File: src/rtl/mem_fifo4x8_if.sv
// Producer/consumer bus for the 4x8 FIFO.
// The master side drives push/pop requests and write data; the slave side
// (the FIFO itself) returns the show-ahead read data and the status flags.
interface mem_fifo4x8_if;
    logic       wr_en;
    logic [7:0] wr_data;
    logic       rd_en;
    logic [7:0] rd_data;
    logic       full;
    logic       empty;
    logic [2:0] count;
    logic       err;

    modport master (
        output wr_en,
        output wr_data,
        output rd_en,
        input  rd_data,
        input  full,
        input  empty,
        input  count,
        input  err
    );

    modport slave (
        input  wr_en,
        input  wr_data,
        input  rd_en,
        output rd_data,
        output full,
        output empty,
        output count,
        output err
    );
endinterface

File: src/rtl/mem_fifo4x8.sv
// Four-entry, 8-bit show-ahead FIFO for the memory unit.
// A 2-to-4 write decoder picks the register to load, a 4:1 mux tree
// presents the oldest entry, and a 3-bit occupancy counter produces the
// full/empty flags. Requests that cannot be honoured set a sticky error.
module mem_fifo4x8 (
    input  logic         clk,
    input  logic         rst_n,
    mem_fifo4x8_if.slave bus
);

    logic [7:0] mem [4];
    logic [1:0] wr_ptr;
    logic [1:0] rd_ptr;
    logic [2:0] cnt;
    logic       err_q;

    logic       full_int;
    logic       empty_int;
    logic       push;
    logic       pop;
    logic       overflow;
    logic       underflow;
    logic [3:0] wr_sel;
    logic [7:0] mux_lo;
    logic [7:0] mux_hi;
    logic [7:0] mux_out;

    // Flags come straight from the registered count, so they only move at an edge.
    assign full_int  = (cnt == 3'd4);
    assign empty_int = (cnt == 3'd0);

    // Acceptance uses the pre-edge flags; a full FIFO still accepts a pop
    // and an empty FIFO still accepts a push.
    assign push      = bus.wr_en & ~full_int;
    assign pop       = bus.rd_en & ~empty_int;
    assign overflow  = bus.wr_en & full_int;
    assign underflow = bus.rd_en & empty_int;

    // Write decoder: at most one register enable is raised, only on an accepted push.
    always_comb begin
        wr_sel = 4'b0000;
        if (push) begin
            wr_sel[wr_ptr] = 1'b1;
        end
    end

    // Storage registers; unselected entries hold, popped entries are not cleared.
    always_ff @(posedge clk or negedge rst_n) begin
        if (!rst_n) begin
            for (int i = 0; i < 4; i++) begin
                mem[i] <= 8'h00;
            end
        end else begin
            for (int i = 0; i < 4; i++) begin
                if (wr_sel[i]) begin
                    mem[i] <= bus.wr_data;
                end
            end
        end
    end

    // Write pointer advances modulo 4 on each accepted push.
    always_ff @(posedge clk or negedge rst_n) begin
        if (!rst_n) begin
            wr_ptr <= 2'd0;
        end else if (push) begin
            wr_ptr <= wr_ptr + 2'd1;
        end
    end

    // Read pointer advances modulo 4 on each accepted pop.
    always_ff @(posedge clk or negedge rst_n) begin
        if (!rst_n) begin
            rd_ptr <= 2'd0;
        end else if (pop) begin
            rd_ptr <= rd_ptr + 2'd1;
        end
    end

    // Occupancy: a simultaneous push and pop leaves the count unchanged.
    always_ff @(posedge clk or negedge rst_n) begin
        if (!rst_n) begin
            cnt <= 3'd0;
        end else begin
            case ({push, pop})
                2'b10:   cnt <= cnt + 3'd1;
                2'b01:   cnt <= cnt - 3'd1;
                default: cnt <= cnt;
            endcase
        end
    end

    // Sticky error for any rejected push or pop; only reset clears it.
    always_ff @(posedge clk or negedge rst_n) begin
        if (!rst_n) begin
            err_q <= 1'b0;
        end else if (overflow | underflow) begin
            err_q <= 1'b1;
        end
    end

    // Two-level 4:1 read mux tree selected by the read pointer.
    assign mux_lo  = rd_ptr[0] ? mem[1] : mem[0];
    assign mux_hi  = rd_ptr[0] ? mem[3] : mem[2];
    assign mux_out = rd_ptr[1] ? mux_hi : mux_lo;

    assign bus.rd_data = empty_int ? 8'h00 : mux_out;
    assign bus.full    = full_int;
    assign bus.empty   = empty_int;
    assign bus.count   = cnt;
    assign bus.err     = err_q;

endmodule

File: src/flat_wrapper.sv
// flat-port wrapper written by rule: the top's interface ports become plain ports
module mem_fifo4x8_flat 
  (clk, rst_n, bus_wr_en, bus_wr_data, bus_rd_en, bus_rd_data, bus_full, bus_empty, bus_count, bus_err);
  mem_fifo4x8_if bus_i ();
  input  logic clk;
  input  logic rst_n;
  input wire logic [$bits(bus_i.wr_en)-1:0] bus_wr_en;
  input wire logic [$bits(bus_i.wr_data)-1:0] bus_wr_data;
  input wire logic [$bits(bus_i.rd_en)-1:0] bus_rd_en;
  output wire logic [$bits(bus_i.rd_data)-1:0] bus_rd_data;
  output wire logic [$bits(bus_i.full)-1:0] bus_full;
  output wire logic [$bits(bus_i.empty)-1:0] bus_empty;
  output wire logic [$bits(bus_i.count)-1:0] bus_count;
  output wire logic [$bits(bus_i.err)-1:0] bus_err;
  assign bus_i.wr_en = bus_wr_en;
  assign bus_i.wr_data = bus_wr_data;
  assign bus_i.rd_en = bus_rd_en;
  assign bus_rd_data = bus_i.rd_data;
  assign bus_full = bus_i.full;
  assign bus_empty = bus_i.empty;
  assign bus_count = bus_i.count;
  assign bus_err = bus_i.err;
  mem_fifo4x8 u_core (.clk(clk), .rst_n(rst_n), .bus(bus_i));
endmodule
File: config.mk
export PLATFORM = sky130hd
export DESIGN_NAME = mem_fifo4x8_flat
export DESIGN_NICKNAME = d
export VERILOG_FILES = /design/src/rtl/mem_fifo4x8_if.sv /design/src/rtl/mem_fifo4x8.sv /design/src/flat_wrapper.sv
export SDC_FILE = /design/constraint.sdc
export NUM_CORES = 1
export LEC_CHECK = 0
export CORE_MARGIN = 2
export CORE_UTILIZATION = 42
export DETAILED_ROUTE_END_ITERATION = 12
export GPL_ROUTABILITY_DRIVEN = 0
export SYNTH_ARGS = -nofsm -noshare
export SYNTH_HDL_FRONTEND = slang
export SYNTH_SLANG_ARGS = --single-unit
File: constraint.sdc
create_clock -name clk -period 2.6 [get_ports clk]
set_clock_uncertainty 0.1 [all_clocks]
set_input_delay 0.52 -clock clk [delete_from_list [all_inputs] [get_ports clk]]
set_output_delay 0.52 -clock clk [all_outputs]
set_load 0.01 [all_outputs]
## Yosys cells after proc, flatten, opt, wreduce, memory -nomap -nowiden

Cells that the tools add are included.

| storage, ports and cells | value |
|---|---|
| register bits | 40 |
| input bits | 12 |

| cells by class | value |
|---|---|
| add/sub/neg operators | 4 |
| order comparisons | 2 |
| equal/unequal tests | 3 |
| multiplexer cells | 8 |
| bitwise operators | 7 |
| reduce and logical (&&, ||, !) cells | 3 |

Operators by type and width:

| operator | number |
|---|---|
| two-way mux 8 bit | 4 |
| case mux 3 bit (2 select lines) | 1 |
| adder 2 x 1 -> 2 bit, second input constant | 2 |
| AND 1 bit | 4 |
| two-way mux 4 bit | 1 |
| adder 3 x 1 -> 3 bit, second input constant | 1 |
| equality test 3 bit, second input constant | 1 |
| zero test 3 bit | 1 |
| less-than comparator 2 x 3 -> 1 bit, second input constant | 1 |
| subtractor 3 x 1 -> 3 bit, second input constant | 1 |
| demux 1 bit (select 2 bit) | 1 |
| equality test 2 x 1 -> 1 bit, second input constant | 1 |
| equality test 2 bit, second input constant | 1 |
| greater-or-equal comparator 2 x 1 -> 1 bit, second input constant | 1 |
| inverter 1 bit | 2 |
| nonzero test 2 bit | 1 |
| logical AND 1 bit | 1 |
| two-way mux 1 bit | 1 |
| OR 1 bit | 1 |

## Longest topological paths before layout

| logic depth | value |
|---|---|
| depth after elaboration | 5 |
| mapped depth | 8 |
| gate-level depth less buffers | 8 |

## Worst setup path before layout

No wires, ideal clock.

| timing path | value |
|---|---|
| kind | flip-flop to flip-flop |
| start point | register u_core.cnt[0] (netlist: u_core.bus.count[0]) |
| end point | register u_core.cnt[2] (netlist: u_core.bus.count[2]) |
| library setup time | 79 ps |
| arrival time | 2020 ps |
| slack | 401 ps |
| cell stages (with the launch flop) | 9 |
| period minus slack after synthesis | 2199 ps |
| cell sequence | dfrtp_1 -> nor3b_4 -> or2b_2 -> ha_1 -> inv_1 -> fa_1 -> xor2_1 -> nor2_1 -> xor2_1 |

| on the way | value |
|---|---|
| cells in the longest elaborated chain, start to end | 5 |
| elaborated cells between the ends (all ways) | 12 |
| those cells by class | 2 x add/sub; 3 x eq/ne; 1 x mux; 4 x bitwise; 2 x reduce/logical |

Ends and longest elaborated chain:

| element | line | source |
|---|---|---|
| from (decl) | mem_fifo4x8.sv:14 | `logic [2:0] cnt;` |
| from (signal assigned) | mem_fifo4x8.sv:86 | `2'b10: cnt <= cnt + 3'd1;` |
| from (signal assigned) | mem_fifo4x8.sv:87 | `2'b01: cnt <= cnt - 3'd1;` |
| from (signal assigned) | mem_fifo4x8.sv:88 | `default: cnt <= cnt;` |
| equality test 3 bit (*) | mem_fifo4x8.sv:29 | `assign full_int = (cnt == 3'd4);` |
| named net bus_full | flat_wrapper.sv:11 | `output wire logic [$bits(bus_i.full)-1:0] bus_full;` |
| inverter 1 bit (*) | mem_fifo4x8.sv:34 | `assign push = bus.wr_en & ~full_int;` |
| AND 1 bit (*) | mem_fifo4x8.sv:34 |  |
| equality test 2 x 1 -> 1 bit or equality test 2 bit (tied branches) | mem_fifo4x8.sv:85 | `case ({push, pop})` |
| case mux 3 bit (2 select lines) or nonzero test 2 bit (tied branches) | - |  |

Mark *: on every way through the listed nets, which the timed path passes. The rest lies on a longest branch.
A chain may end at the register's enable or synchronous reset.

## Worst setup path after layout

| timing path | value |
|---|---|
| start point | register u_core.rd_ptr[0] |
| end point | output port bus_rd_data[4] |

| on the way | value |
|---|---|
| cells in the longest elaborated chain, start to end | 3 |
| elaborated cells between the ends (all ways) | 4 |
| those cells by class | 4 x mux |

Ends and longest elaborated chain:

| element | line | source |
|---|---|---|
| from (decl) | mem_fifo4x8.sv:13 | `logic [1:0] rd_ptr;` |
| from (signal assigned) | mem_fifo4x8.sv:76 | `rd_ptr <= rd_ptr + 2'd1;` |
| two-way mux 8 bit (on tied branches) | mem_fifo4x8.sv:103, mem_fifo4x8.sv:104 |  |
| two-way mux 8 bit (*) | mem_fifo4x8.sv:105 | `assign mux_out = rd_ptr[1] ? mux_hi : mux_lo;` |
| two-way mux 8 bit (*) | mem_fifo4x8.sv:107 | `assign bus.rd_data = empty_int ? 8'h00 : mux_out;` |
| to (decl) | flat_wrapper.sv:10 | `output wire logic [$bits(bus_i.rd_data)-1:0] bus_rd_data;` |

Mark *: on every way between the ends. The rest lies on a longest branch, timed or not.

==> impl_metrics.toml <==
[yosys]
yosys_warnings = 0
synth_async_sr_flop_share_pct = 100.0
postSynthNetCount = 144
top_cells_by_area_synth = "sky130_fd_sc_hd__dfrtp_1 (53%), sky130_fd_sc_hd__mux2_2 (19%), sky130_fd_sc_hd__mux4_2 (9.6%), sky130_fd_sc_hd__ha_1 (3.3%), sky130_fd_sc_hd__nor2b_1 (3.0%)"
synth_enable_flop_cells = 0
post_synth_most_frequent_cells = "sky130_fd_sc_hd__dfrtp_1 (40), sky130_fd_sc_hd__mux2_2 (31), sky130_fd_sc_hd__nor2b_1 (9)"
synth_seq_area_share_pct = 53.19
netlist.top_cell.by_area = "sky130_fd_sc_hd__dfrtp_1"
synth_cell_types = 20
yosys.area.top_type_share_pct = 53.19
dominantRegCellSynth = "sky130_fd_sc_hd__dfrtp_1"
postSynthAreaPerCell_sq_um = 14.93
yosys.cell_count.top_type = "sky130_fd_sc_hd__dfrtp_1"
postSynthCellCount = 126
synthesized_flop_and_latch_total = 40
mappedNetlistArea_sq_um = 1882

[cells_and_area]
syn2layout_area_growth_pct = 24.47
total_area_of_multi_input_combinational_cells_sq_um = 848.3
final_cell_area_sq_um = 2342
insertedDiodeCount = 0
final_net_count = 184
drive_gt1_share_pct = 39.16
fillCellCount = 389
regArea_sq_um = 1002
final_core_utilization_pct = 54.17

[sta]
max_freq_mhz = 390.9
timing_worst_slew_pin_value_ns = 0.8752
setup_viol = 0
rsz0062_at_grt = "true"
setup_ws_ns = 0.04210
final_critical_delay_including_setup_and_external_delays_ns = 2.558
final_min_period_over_clock_period_pct = 98.38
slew_headroom_pct = 41.65
timing_max_transition_violations_final = 0
final_count_of_hold_timing_violations = 0

[placement]
place.detailed.hpwl_microns = 2514
detailed_place.area_sq_um = 2261
placement.io_buffers = 25
preCtsSetupSlack_ns = 0.1732

[floorplanning]
rows = 24
num_io_pins = 26
floorplan.initialDensity_pct = 43.52
die-area_sq_um = 5032
core_area_sq_um = 4324
floorplan.die.width_microns = 70.94
dieHeight_microns = 70.94

[routing]
finalWirelength_microns = 3537
detailedRoute.firstPassIterationCount = 4
drt-vias-per-instance = 4.995
vias = 1089
antenna_violating_nets_post_route = 0
first_iter_violations = 57
post-route-drc-count = 0
wire_per_inst_microns = 16.22

[clocking]
cts_root_buffer = "sky130_fd_sc_hd__clkbuf_8"
post_cts.repair.setup_buffers = 0
cts_inserted_buffers = 5
tritoncts_num_sinks = 40
cts_buffer_depth = 2
htree_levels = 2
clkLatencyLatePin_ns = 0.28
cts.clk_slew.worst_paths_ns = 0.07
tritoncts = "yes"

[power]
power_switching_share_pct = 31.31
power.share.sequential_pct = 37.9
power.net_switching_mw = 0.9548
ir_worst_vdd_v = 0.0005687
combPwrFrac_pct = 49.6
totalPowerFinal_mw = 3.050
power.density_cell_area_nw_per_um2 = 1302
power_frac_clock_pct = 12.5
power.internal_mw = 2.095
p_leak_nw = 1.013

[critical_path]
crit_fanout = 5
signal_arrival_time_at_the_worst_endpoint_ns = 1.94
worst-endpoint-required_ns = 1.98
worst_setup_path_start_kind = "flip-flop"
cp-end-kind = "output port"
critical_path_class = "reg -> out"

[global_route]
grtUsageTotal_pct = 16.25
grt_start_max_net_pins = 41
grt_pass1_vias = 1238
grt_antenna_before_repair = 0
gr-total-overflow = 0
wire_length_of_the_first_global_routing_pass_microns = 6168

[outcome]
run_status = "finished clean"

[run]
max_cap_viol_count = 0

[worst_hold_path]
timing.hold.worst.class = "in -> async"
==> cells by family (layout without fill, tap and decap cells) <==
group	after synthesis	after routing	share of synthesized area, %
multiplexers	42	42	29.85
adder cells (fa/ha/maj)	6	6	4.388
AO/OA/AOI/OAI	1	1	0.5984
XOR/XNOR	6	6	2.793
AND/OR/NAND/NOR	23	23	7.447
buffers and inverters	8	48	1.729
flip-flops	40	40	53.19
==> power by group through the flow <==
stage / logic (mW) / clock network (mW) / registers [mW]
CTS: 1.55 / 0.400 / 1.16
detailed placement: 1.55 / 0 / 1.17
floorplan: 0.993 / 0 / 1.09
finish: 1.51 / 0.381 / 1.16
global placement: 1.52 / 0 / 1.15
global route: 1.65 / 0.427 / 1.21
==> worst max-delay path, cell delays in order (launching register included) <==
cell and delay [ns]:
sky130_fd_sc_hd__dfrtp_1 0.37, sky130_fd_sc_hd__buf_4 0.18, sky130_fd_sc_hd__mux4_2 0.50, sky130_fd_sc_hd__nor2b_1 0.14, sky130_fd_sc_hd__clkdlybuf4s50_1 0.47
==> cells in the final DEF, fill, tap and decap left out, types with 2 or more instances in the layout <==
cell type                          n
sky130_fd_sc_hd__nor2_2            4
sky130_fd_sc_hd__mux2_2           31
sky130_fd_sc_hd__xnor2_1           2
sky130_fd_sc_hd__mux4_2            8
sky130_fd_sc_hd__clkdlybuf4s50_1  23
sky130_fd_sc_hd__ha_1              5
sky130_fd_sc_hd__nand2_1           5
sky130_fd_sc_hd__buf_4            11
sky130_fd_sc_hd__clkbuf_8          5
sky130_fd_sc_hd__nor2b_1           9
sky130_fd_sc_hd__mux2_1            2
sky130_fd_sc_hd__inv_1             5
sky130_fd_sc_hd__xor2_1            4
sky130_fd_sc_hd__nor2_1            2
sky130_fd_sc_hd__dfrtp_1          39
==> per-stage QoR <==
stage | TNS [ns] | instances | hold WS (ns)
floorplan | 0 | 126 | 0.1244
global placement | 0 | 211 | 0.3665
detailed placement | 0 | 211 | 0.3732
CTS | 0 | 218 | 0.2737
global route | -0.2308 | 218 | 0.3130
finish | 0 | 218 | 0.2453
==> area by class of cell <==
cell class              count  share of cell area [%]
clock inverters             1                  0.2137
repair buffers             36                   14.10
flip-flops and latches     40                   42.79
well taps                  52                   2.778
inverters                   5                  0.8013
clock buffers               6                   3.098
multi-input cells          78                   36.22
==> state kept, by name (all words and copies together) (netlist names) <==
name and count:
u_core.bus.count 3, u_core.rd_ptr 2, u_core.bus.err 1, u_core.wr_ptr 2
u_core.mem 32
==> what timing repair did <==
action	in CTS	in global routing
gates resized for setup	0	2
hold buffers	0	0
setup endpoints to repair	0	8
==> routing by layer <==
layer	wire length, microns	global-route usage, %	part of all wire [%]
met3	131	3.561	3.7
met1	1619	21.29	46
met2	1775	26.90	50
met4	11	5.660	0.31
met5	0	0	0
==> worst paths after layout <==
| path | to | cells past startpoint | slack (ns) | from |
|---|---|---|---|---|
| max | bus_rd_data[4] | 4 | 0.04 | u_core.rd_ptr[0]$_DFFE_PN0P_ |
| min | u_core.mem[30]$_DFFE_PN0P_ | 1 | 0.25 | rst_n |
| max reg2reg | u_core.bus.count[2]$_DFFE_PN0P_ | 9 | 0.47 | u_core.bus.count[0]$_DFFE_PN0P_ |
| min reg2reg | u_core.mem[14]$_DFFE_PN0P_ | 1 | 0.38 | u_core.mem[14]$_DFFE_PN0P_ |
| max in group asynchronous | u_core.rd_ptr[1]$_DFFE_PN0P_ | 1 | 1.55 | rst_n |
| min in group clk | u_core.mem[14]$_DFFE_PN0P_ | 1 | 0.38 | u_core.mem[14]$_DFFE_PN0P_ |
Note: power is estimated with default switching activity, not from simulation.
